<file path="src/rtl/midi_note_decoder.sv">
// MIDI byte-stream parser for a mono synth voice: tracks running status and
// turns note-on/note-off messages on the selected channel into envelope pulses.
module midi_note_decoder #(
    parameter bit OMNI = 1'b0
) (
    input  logic       clk,
    input  logic       rst_b,
    input  logic [7:0] rx_data,
    input  logic       rx_valid,
    input  logic [3:0] channel_sel,
    output logic       note_on,
    output logic       note_off,
    output logic [6:0] note,
    output logic [6:0] velocity,
    output logic       gate,
    output logic       err_pulse
);

    localparam int unsigned DATA_W = 7;
    localparam int unsigned TYPE_W = 4;

    typedef enum logic [1:0] {
        WAIT_STATUS = 2'd0,
        WAIT_D1     = 2'd1,
        WAIT_D2     = 2'd2
    } state_t;

    state_t              state;
    logic                rs_valid;
    logic [TYPE_W-1:0]   rs_type;
    logic                rs_accept;
    logic [DATA_W-1:0]   d1;
    logic                sysex_on;
    logic [1:0]          sc_left;

    // Byte classification of the incoming byte
    logic is_rt_c;
    logic is_sc_c;
    logic is_ch_c;
    logic ch_accept_c;
    logic one_byte_c;

    always_comb begin
        is_rt_c     = (rx_data[7:3] == 5'b11111);
        is_sc_c     = (rx_data[7:3] == 5'b11110);
        is_ch_c     = rx_data[7] && (rx_data[7:4] != 4'hF);
        ch_accept_c = (rx_data[7:5] == 3'b100) && (OMNI || (rx_data[3:0] == channel_sel));
        one_byte_c  = (rs_type == 4'hC) || (rs_type == 4'hD);
    end

    // Parser state, running status and registered voice outputs
    always_ff @(posedge clk or negedge rst_b) begin
        if (!rst_b) begin
            state     <= WAIT_STATUS;
            rs_valid  <= 1'b0;
            rs_type   <= '0;
            rs_accept <= 1'b0;
            d1        <= '0;
            sysex_on  <= 1'b0;
            sc_left   <= 2'd0;
            note_on   <= 1'b0;
            note_off  <= 1'b0;
            note      <= '0;
            velocity  <= '0;
            gate      <= 1'b0;
            err_pulse <= 1'b0;
        end else begin
            note_on   <= 1'b0;
            note_off  <= 1'b0;
            err_pulse <= 1'b0;
            if (rx_valid && !is_rt_c) begin
                if (is_ch_c) begin
                    rs_valid  <= 1'b1;
                    rs_type   <= rx_data[7:4];
                    rs_accept <= ch_accept_c;
                    sysex_on  <= 1'b0;
                    sc_left   <= 2'd0;
                    state     <= WAIT_D1;
                end else if (is_sc_c) begin
                    // SysEx swallows data until EOX; F1/F3/F2 carry 1/1/2 data bytes
                    rs_valid  <= 1'b0;
                    rs_accept <= 1'b0;
                    state     <= WAIT_STATUS;
                    sysex_on  <= (rx_data == 8'hF0);
                    if ((rx_data == 8'hF1) || (rx_data == 8'hF3)) begin
                        sc_left <= 2'd1;
                    end else if (rx_data == 8'hF2) begin
                        sc_left <= 2'd2;
                    end else begin
                        sc_left <= 2'd0;
                    end
                end else begin
                    case (state)
                        WAIT_STATUS, WAIT_D1: begin
                            if (rs_valid) begin
                                d1    <= rx_data[6:0];
                                state <= one_byte_c ? WAIT_STATUS : WAIT_D2;
                            end else if (sysex_on) begin
                                state <= WAIT_STATUS;
                            end else if (sc_left != 2'd0) begin
                                sc_left <= sc_left - 2'd1;
                            end else begin
                                err_pulse <= 1'b1;
                            end
                        end
                        WAIT_D2: begin
                            state <= WAIT_STATUS;
                            if (rs_accept) begin
                                if ((rs_type == 4'h9) && (rx_data[6:0] != 7'd0)) begin
                                    note_on  <= 1'b1;
                                    note     <= d1;
                                    velocity <= rx_data[6:0];
                                    gate     <= 1'b1;
                                end else if (gate && (d1 == note)) begin
                                    note_off <= 1'b1;
                                    gate     <= 1'b0;
                                end
                            end
                        end
                        default: state <= WAIT_STATUS;
                    endcase
                end
            end
        end
    end

endmodule

</file>
<file path="config.mk">
export PLATFORM = sky130hd
export DESIGN_NAME = midi_note_decoder
export DESIGN_NICKNAME = d
export VERILOG_FILES = /design/src/rtl/midi_note_decoder.sv
export SDC_FILE = /design/constraint.sdc
export NUM_CORES = 1
export LEC_CHECK = 0
export ABC_AREA = 1
export CAP_MARGIN = 15
export CORE_MARGIN = 3
export CORE_UTILIZATION = 30
export CTS_BUF_LIST = sky130_fd_sc_hd__clkbuf_4
export CTS_CLUSTER_DIAMETER = 40
export DETAILED_ROUTE_END_ITERATION = 16
export PLACE_DENSITY = 0.49
export SLEW_MARGIN = 0
export SYNTH_ARGS = -nofsm -noshare
export SYNTH_HDL_FRONTEND = slang
export SYNTH_SLANG_ARGS = --single-unit
</file>
<file path="constraint.sdc">
create_clock -name clk -period 3.3 [get_ports clk]
set_input_delay 0.495 -clock clk [delete_from_list [all_inputs] [get_ports clk]]
set_output_delay 0.495 -clock clk [all_outputs]
set_load 0.005 [all_outputs]
</file>
==> results.json, run 1 <==
{
  "p_per_area_nw_per_um2": 425,
  "grt_pass1_vias": 1489,
  "clock.fmax_ghz": 0.495,
  "cpPeakStageDelay_ns": 0.61,
  "cts_tree": "yes",
  "startpoint": "rx_data[6]",
  "synth_top_area_share": 0.503,
  "tns_ns": 0,
  "ctsHoldBuffers": 0,
  "crit_type": "input pin to register",
  "synth_seq_cells": 36,
  "syn_area_per_cell_um2": 8.06,
  "whs_ns": 0.235,
  "status": "finished, final reports clean",
  "grt_pass1_wl_um": 7020,
  "netlist_area_um2": 1790,
  "place.gp.congestion": 0.749,
  "drt_pre_antenna_iters": 4,
  "drcViolationCount": 0,
  "drv_cap": 0,
  "pwr-share-comb": 0.207,
  "skew_ns": 0.00998,
  "rsz0062_at_grt": "false",
  "vias": 1470,
  "design.die.area_um2": 6930,
  "antenna_found_initial": 0,
  "regToRegSetupSlack_ns": 1.57,
  "hold_viol": 0,
  "wl_um": 4080,
  "p_clk_frac": 0.238,
  "numCtsBuffers": 5,
  "worst_pin_slew_ns": 0.820,
  "ys_types": 25,
  "cts_buffer_depth": 2,
  "die_x_um": 83.2,
  "rows": 27,
  "cp_data_arrival_time_ns": 2.26,
  "die_y_um": 83.2,
  "cp_max_fo": 16,
  "fin_crit_sh": 0.612,
  "end_kind": "register",
  "grt_use_total": 0.126,
  "viasPerCell": 4.47,
  "numClockSinks": 36,
  "post-cts-setup-buffers": 0,
  "fin_nets": 273,
  "max-vdd-ir-drop_v": 0.000190,
  "io_buffers": 32,
  "pin_count": 33,
  "initial_utilization": 0.317,
  "critPathRequiredTime_ns": 3.54,
  "cts_max_level": 2,
  "cp_common_cell": "nand2_1",
  "coreArea_um2": 5640,
  "area_delta_synth_final_pct": 23.2,
  "post_cts_resize_count": 0,
  "cts_root_buf": "clkbuf_4",
  "r2r_start": "rs_type[1]",
  "gr-total-overflow": 0,
  "yosysTopAreaCell": "dfrtp_1",
  "dpl.hpwl_um": 3030,
  "worstHoldPathType": "input pin to asynchronous set/reset pin",
  "grt_max_degree": 37,
  "detail_route.wl_per_cell_um": 12.4,
  "start_kind": "input pin",
  "swShare": 0.319,
  "p_leak_uw": 0.00111,
  "finalSetupViolations": 0,
  "finalPower_uw": 937,
  "yosysWarningCount": 0,
  "clk_latency_ns": 0.35,
  "synth_area_leaders": "dfrtp_1 50%, nand2_1 17%, nand3_1 6.2%",
  "syn_nets": 238,
  "post-route-min-period_ns": 2.02,
  "p_int_uw": 638,
  "drtAntennaViolNets": 0,
  "seqPwrFrac": 0.555,
  "maxSlewViolCount": 0,
  "drive_gt1_frac": 0.0817,
  "worst_path_max_delay_cell": "clkdlybuf4s50_1",
  "drtIter0Drc": 69,
  "switchingPower_uw": 299,
  "clk_pin_slew_ns": 0.11,
  "insertedDiodeCount": 0,
  "yosysSeqAreaShare": 0.503,
  "netlist_instances": 222,
  "crit_chain": "clkdlybuf4s50_1 > inv_1 > nand3_1 > o21a_1 > nand2_4 > nand2_1 > nand2_1",
  "slew_headroom": 0.453
}
sequential cells by signal, summed over array words and instances, names as in the netlist, 2 cells and up:
register,flops
d1,7
sc_left,2
velocity,7
note,7
rs_type,4
state,2
final timing paths:
path,endpoint,cells after the start
min in group clk,velocity[4],2
max in group asynchronous,rs_type[2],1
max reg2reg,velocity[0],7
max,velocity[0],7
min,note[0],1
min reg2reg,velocity[4],2
power by group through the flow:
stage	clock, µW	sequential [µW]	combinational (µW)
floorplan	0	522	133
global placement	0	529	196
detailed placement	0	529	197
CTS	228	520	198
global route	243	528	231
finish	223	520	194
routing by layer:
layer  vias up  wire, µm  global-route usage  share of wire
li1        762         -                   -              -
met1       674      1910               0.160           0.47
met2        27      1940               0.209           0.48
met3         7       169              0.0308          0.041
met4         0        64              0.0401          0.016
met5         -         0                   0              0
layout by cell type (no fill, tap or decap):
master            n
o211ai_2          1
inv_1            27
nor2_4            2
clkdlybuf4s50_1  31
buf_2             1
clkinv_1          2
nor3_1            3
dfrtp_1          36
nand3_1          22
clkbuf_4          5
nand2_1          79
nor2_2            1
nor4_1            1
nand4_1           1
nand2_4           1
inv_2             1
nand3b_1          2
ha_1              1
o21ai_0          13
nand2_2           7
nand3b_2          1
a21oi_1           1
nor2_1           12
o21a_1            1
nor4_4            1
xor2_1            4
synthesized netlist by cell type:
master,count
nor3_1,3
nand2_4,1
nor2_2,1
nand3_1,22
nand4_1,1
inv_1,27
buf_2,1
o211ai_2,1
nor2_1,12
ha_1,1
a21oi_1,1
nand3b_2,1
nand2_2,7
nand2_1,79
xor2_1,4
nor4_4,1
dfrtp_1,36
inv_2,1
o21ai_0,13
buf_6,2
nor2_4,2
nand3b_1,2
buf_4,1
nor4_1,1
o21a_1,1
cell families (layout without fill, tap and decap cells):
kind of cell,Yosys count,count (layout),synth area share
buffers and inverters,32,67,0.0783
AOI/OAI and AO/OA,16,16,0.0503
and+or+nand+nor,133,133,0.341
xor gates and xnor gates,4,4,0.0196
DFF,36,36,0.503
adders and majority gates,1,1,0.00699
final cells by class:
| type | count | area [µm²] |
|---|---|---|
| clock buffers | 5 | 37.5 |
| repair buffers | 32 | 315 |
| fillers | 587 | 3440 |
| clock inverters | 2 | 7.51 |
| multi-input cells | 154 | 748 |
| flip-flops and latches | 36 | 901 |
| inverters | 28 | 105 |
| well taps | 72 | 90.1 |
worst max-delay path: cells and delay by family:
kind | cells | cell delay (ns)
buf+inv | 2 | 0.73
simple gates | 4 | 0.52
compound gates | 1 | 0.50
metrics by stage:
stage | util | area (µm²) | setup slack (ns) | cells
6_report | 0.391 | 2200 | 1.28 | 329
4_1_cts | 0.391 | 2200 | 1.24 | 329
2_1_floorplan | - | 1790 | 1.89 | 222
5_1_grt | 0.391 | 2200 | 1.07 | 329
3_3_place_gp | 0.383 | 2160 | 0.889 | 322
3_5_place_dp | 0.383 | 2160 | 0.879 | 322
(Power assumes the default switching activity.)
==> run 2, diff against run 1 <==
clock period = 2.1 ns   (was 3.3 ns; I/O delays follow)
==> results.json, run 2 (synthesis results as in run 1) <==
{
  "cp_max_fo": 8,
  "coreArea_um2": 5640,
  "slew_headroom": 0.462,
  "ctsHoldBuffers": 0,
  "met2_usage": 0.216,
  "wl_um": 4240,
  "cpPeakStageDelay_ns": 0.60,
  "drive_gt1_frac": 0.120,
  "post-route-min-period_ns": 1.64,
  "die_x_um": 83.2,
  "viasPerCell": 4.46,
  "tns_ns": 0,
  "hold_viol": 0,
  "final_common_cell": "nand2_1",
  "skew_ns": 0.0149,
  "clk_latency_ns": 0.35,
  "cts_tree": "yes",
  "finalSetupViolations": 0,
  "maxSlewViolCount": 0,
  "finalPower_uw": 1640,
  "layout_common_cells": "79 x nand2_1, 36 x dfrtp_1, 31 x clkdlybuf4s50_1",
  "cts_max_level": 2,
  "worst_path_max_delay_cell": "clkdlybuf4s50_1",
  "detail_route.wl_per_cell_um": 12.6,
  "insertedDiodeCount": 0,
  "fin_crit_sh": 0.783,
  "dpl.hpwl_um": 3160,
  "drtIter0Drc": 58,
  "placed_cells_incl_taps": 330,
  "cts_buffer_depth": 2,
  "p_leak_uw": 0.00117,
  "drtAntennaViolNets": 0,
  "vias": 1507,
  "max-vdd-ir-drop_v": 0.000330,
  "worst_pin_slew_ns": 0.807,
  "busiest_layer": "met2",
  "whs_ns": 0.0353,
  "cts_root_buf": "clkbuf_4",
  "initial_utilization": 0.317,
  "crit_type": "input pin to register",
  "fin_nets": 281,
  "drt_pre_antenna_iters": 4,
  "antenna_found_initial": 0,
  "critPathRequiredTime_ns": 2.33,
  "design.die.area_um2": 6930,
  "post-cts-setup-buffers": 0,
  "instances_no_fill": 338,
  "area_delta_synth_final_pct": 28.5,
  "drv_cap": 0,
  "gr-usage-met1": 0.168,
  "end_kind": "register",
  "reg_top3": "d1 (7), note (7), velocity (7)",
  "grt_pass1_vias": 1530,
  "place.gp.congestion": 0.773,
  "numClockSinks": 36,
  "status": "finished, final reports clean",
  "gr-total-overflow": 0,
  "cp_data_arrival_time_ns": 1.87,
  "pin_count": 33,
  "io_buffers": 32,
  "met3_usage": 0.0308,
  "clock.fmax_ghz": 0.608,
  "worstHoldPathType": "input pin to asynchronous set/reset pin",
  "die_y_um": 83.2,
  "numCtsBuffers": 5,
  "grt_max_degree": 37,
  "grt_use_total": 0.131,
  "rsz0062_at_grt": "false",
  "grt_pass1_wl_um": 7310,
  "rows": 27,
  "clk_pin_slew_ns": 0.12,
  "p_per_area_nw_per_um2": 715,
  "start_kind": "input pin",
  "drcViolationCount": 0,
  "crit_chain": "clkdlybuf4s50_1 > nand2_1 > nor2_4 > nand2_2 > nand2_1 > nand2_2 > nor4_1",
  "post_cts_resize_count": 0
}
run 2: worst paths after layout:
path / from / endpoint / slack, ns / cells after the start
min: rst_b / gate / 0.04 / 1
max in group asynchronous: rst_b / state[1] / 1.54 / 1
min in group clk: velocity[0] / velocity[0] / 0.49 / 2
min reg2reg: velocity[0] / velocity[0] / 0.49 / 2
max: rx_data[5] / err_pulse / 0.46 / 7
max reg2reg: state[1] / velocity[6] / 0.64 / 7
run 2: final cells by class:
type                    instances  area (µm²)
repair buffers                 40         375
inverters                      28         105
multi-input cells             154         748
flip-flops and latches         36         901
well taps                      72        90.1
clock inverters                 2        35.0
clock buffers                   6        45.0
fillers                       577        3340
run 2: metal layers:
metal	share of wire	vias to the layer above
met5	0	-
met1	0.48	687
li1	-	782
met4	0.010	0
met2	0.46	33
met3	0.044	5
run 2: critical path, delay by kind of cell:
kind                   cells  cell delay (ns)
and+or+nand+nor            6             0.95
buffers and inverters      1             0.60
run 2: per-stage QoR:
step,setup WS [ns],utilization,cell area [µm²]
final,0.456,0.408,2300
after global routing,0.355,0.408,2300
after CTS,0.435,0.408,2300
after detailed placement,0.0681,0.393,2220
after global placement,0.106,0.393,2220
after floorplan,0.817,-,1790
run 2: report_power, final:
group | internal, µW | switching [µW]
combinational | 130 | 187
sequential | 766 | 53.0
clock | 263 | 246
==> run 3, diff against run 2 <==
clock period = 1.7 ns   (was 2.1 ns; I/O delays follow)
==> results.json, run 3 (synthesis results as in run 1) <==
{
  "status": "finished, final reports clean",
  "final_common_cell": "nand2_1",
  "insertedDiodeCount": 0,
  "fin_crit_sh": 0.902,
  "placed_cells_incl_taps": 342,
  "finalPower_uw": 1840,
  "drive_gt1_frac": 0.147,
  "drtIter0Drc": 119,
  "pin_count": 33,
  "instances_no_fill": 350,
  "die_x_um": 83.2,
  "placed_cell_area_um2": 2320,
  "clk_latency_ns": 0.34,
  "post-route-min-period_ns": 1.53,
  "numCtsBuffers": 5,
  "dpl.hpwl_um": 3170,
  "gr-total-overflow": 0,
  "crit_type": "register to output port",
  "detail_route.wl_per_cell_um": 11.8,
  "numClockSinks": 36,
  "p_per_area_nw_per_um2": 774,
  "fin_nets": 294,
  "finalSetupViolations": 0,
  "place_ws_ns": 0.00899,
  "end_kind": "output port",
  "drtAntennaViolNets": 0,
  "cp_max_fo": 4,
  "initial_utilization": 0.317,
  "clk_pin_slew_ns": 0.11,
  "vias": 1534,
  "place.gp.congestion": 0.793,
  "worst-path-buf-inv": 1,
  "rows": 27,
  "layout_common_cells": "79 x nand2_1, 36 x dfrtp_1, 31 x clkdlybuf4s50_1",
  "post-route-util": 0.421,
  "cts_buffer_depth": 2,
  "ctsHoldBuffers": 1,
  "post_cts_resize_count": 0,
  "max-vdd-ir-drop_v": 0.000282,
  "cp_data_arrival_time_ns": 1.28,
  "drcViolationCount": 0,
  "final_cell_area_um2": 2380,
  "grt_pass1_wl_um": 7340,
  "grt_use_total": 0.132,
  "crit_chain": "clkdlybuf4s50_1",
  "design.die.area_um2": 6930,
  "post-cts-setup-buffers": 0,
  "drt_pre_antenna_iters": 4,
  "cts_tree": "yes",
  "hold_viol": 0,
  "grt_max_degree": 37,
  "worst_path_max_delay_cell": "clkdlybuf4s50_1",
  "cts_max_level": 2,
  "coreArea_um2": 5640,
  "area_delta_synth_final_pct": 32.9,
  "skew_ns": 0.0133,
  "worst_pin_slew_ns": 0.459,
  "wl_um": 4120,
  "reg_top3": "d1 (7), note (7), velocity (7)",
  "grt_pass1_vias": 1525,
  "worstHoldPathType": "input pin to asynchronous set/reset pin",
  "io_buffers": 32,
  "start_kind": "register",
  "rsz0062_at_grt": "false",
  "fin_ws_ns": 0.166,
  "slew_headroom": 0.694,
  "cts_root_buf": "clkbuf_4",
  "antenna_found_initial": 0,
  "viasPerCell": 4.38,
  "p_leak_uw": 0.00121,
  "die_y_um": 83.2,
  "cp_top_family": "buffers and inverters",
  "cpPeakStageDelay_ns": 0.52,
  "fillers": 566,
  "drv_cap": 0,
  "clock.fmax_ghz": 0.652,
  "critPathRequiredTime_ns": 1.44,
  "maxSlewViolCount": 0
}
## run 3: layout make-up
cell class	count	area (µm²)	area share
Clock buffer	5	37.5	0.0158
Sequential cell	36	901	0.379
Tap cell	72	90.1	0.0379
Multi-Input combinational cell	154	748	0.315
Inverter	28	105	0.0442
Timing Repair Buffer	53	488	0.205
Clock inverter	2	7.51	0.00316
## run 3: report_power, final
part	total (µW)	switching, µW	leakage (µW)	internal [µW]
combinational	412	231	0.000716	181
sequential	1010	62.6	0.000472	946
clock	420	276	0.0000261	145
total	1840	570	0.00121	1270
## run 3: final timing paths
kind | slack, ns | startpoint | end | depth (start not counted)
max | 0.17 | note[1] | note[1] | 1
min | 0.48 | rst_b | note[1] | 3
max reg2reg | 0.32 | state[1] | gate | 8
min reg2reg | 0.48 | velocity[2] | velocity[2] | 2
max in group asynchronous | 0.89 | rst_b | d1[3] | 3
min in group clk | 0.48 | velocity[2] | velocity[2] | 2
## run 3: stage by stage
stage               hold WS [ns]  TNS, ns
CTS                        0.486        0
floorplan                -0.0406        0
global route               0.500        0
global placement           0.335  -0.0615
detailed placement         0.331        0
finish                     0.478        0
## run 3: per-layer routing
metal | vias to the layer above | global-route usage | wire (µm)
met5 | - | 0 | 0
met1 | 691 | 0.165 | 1920
met4 | 0 | 0.0357 | 55
li1 | 807 | - | -
met3 | 5 | 0.0347 | 168
met2 | 31 | 0.225 | 1970
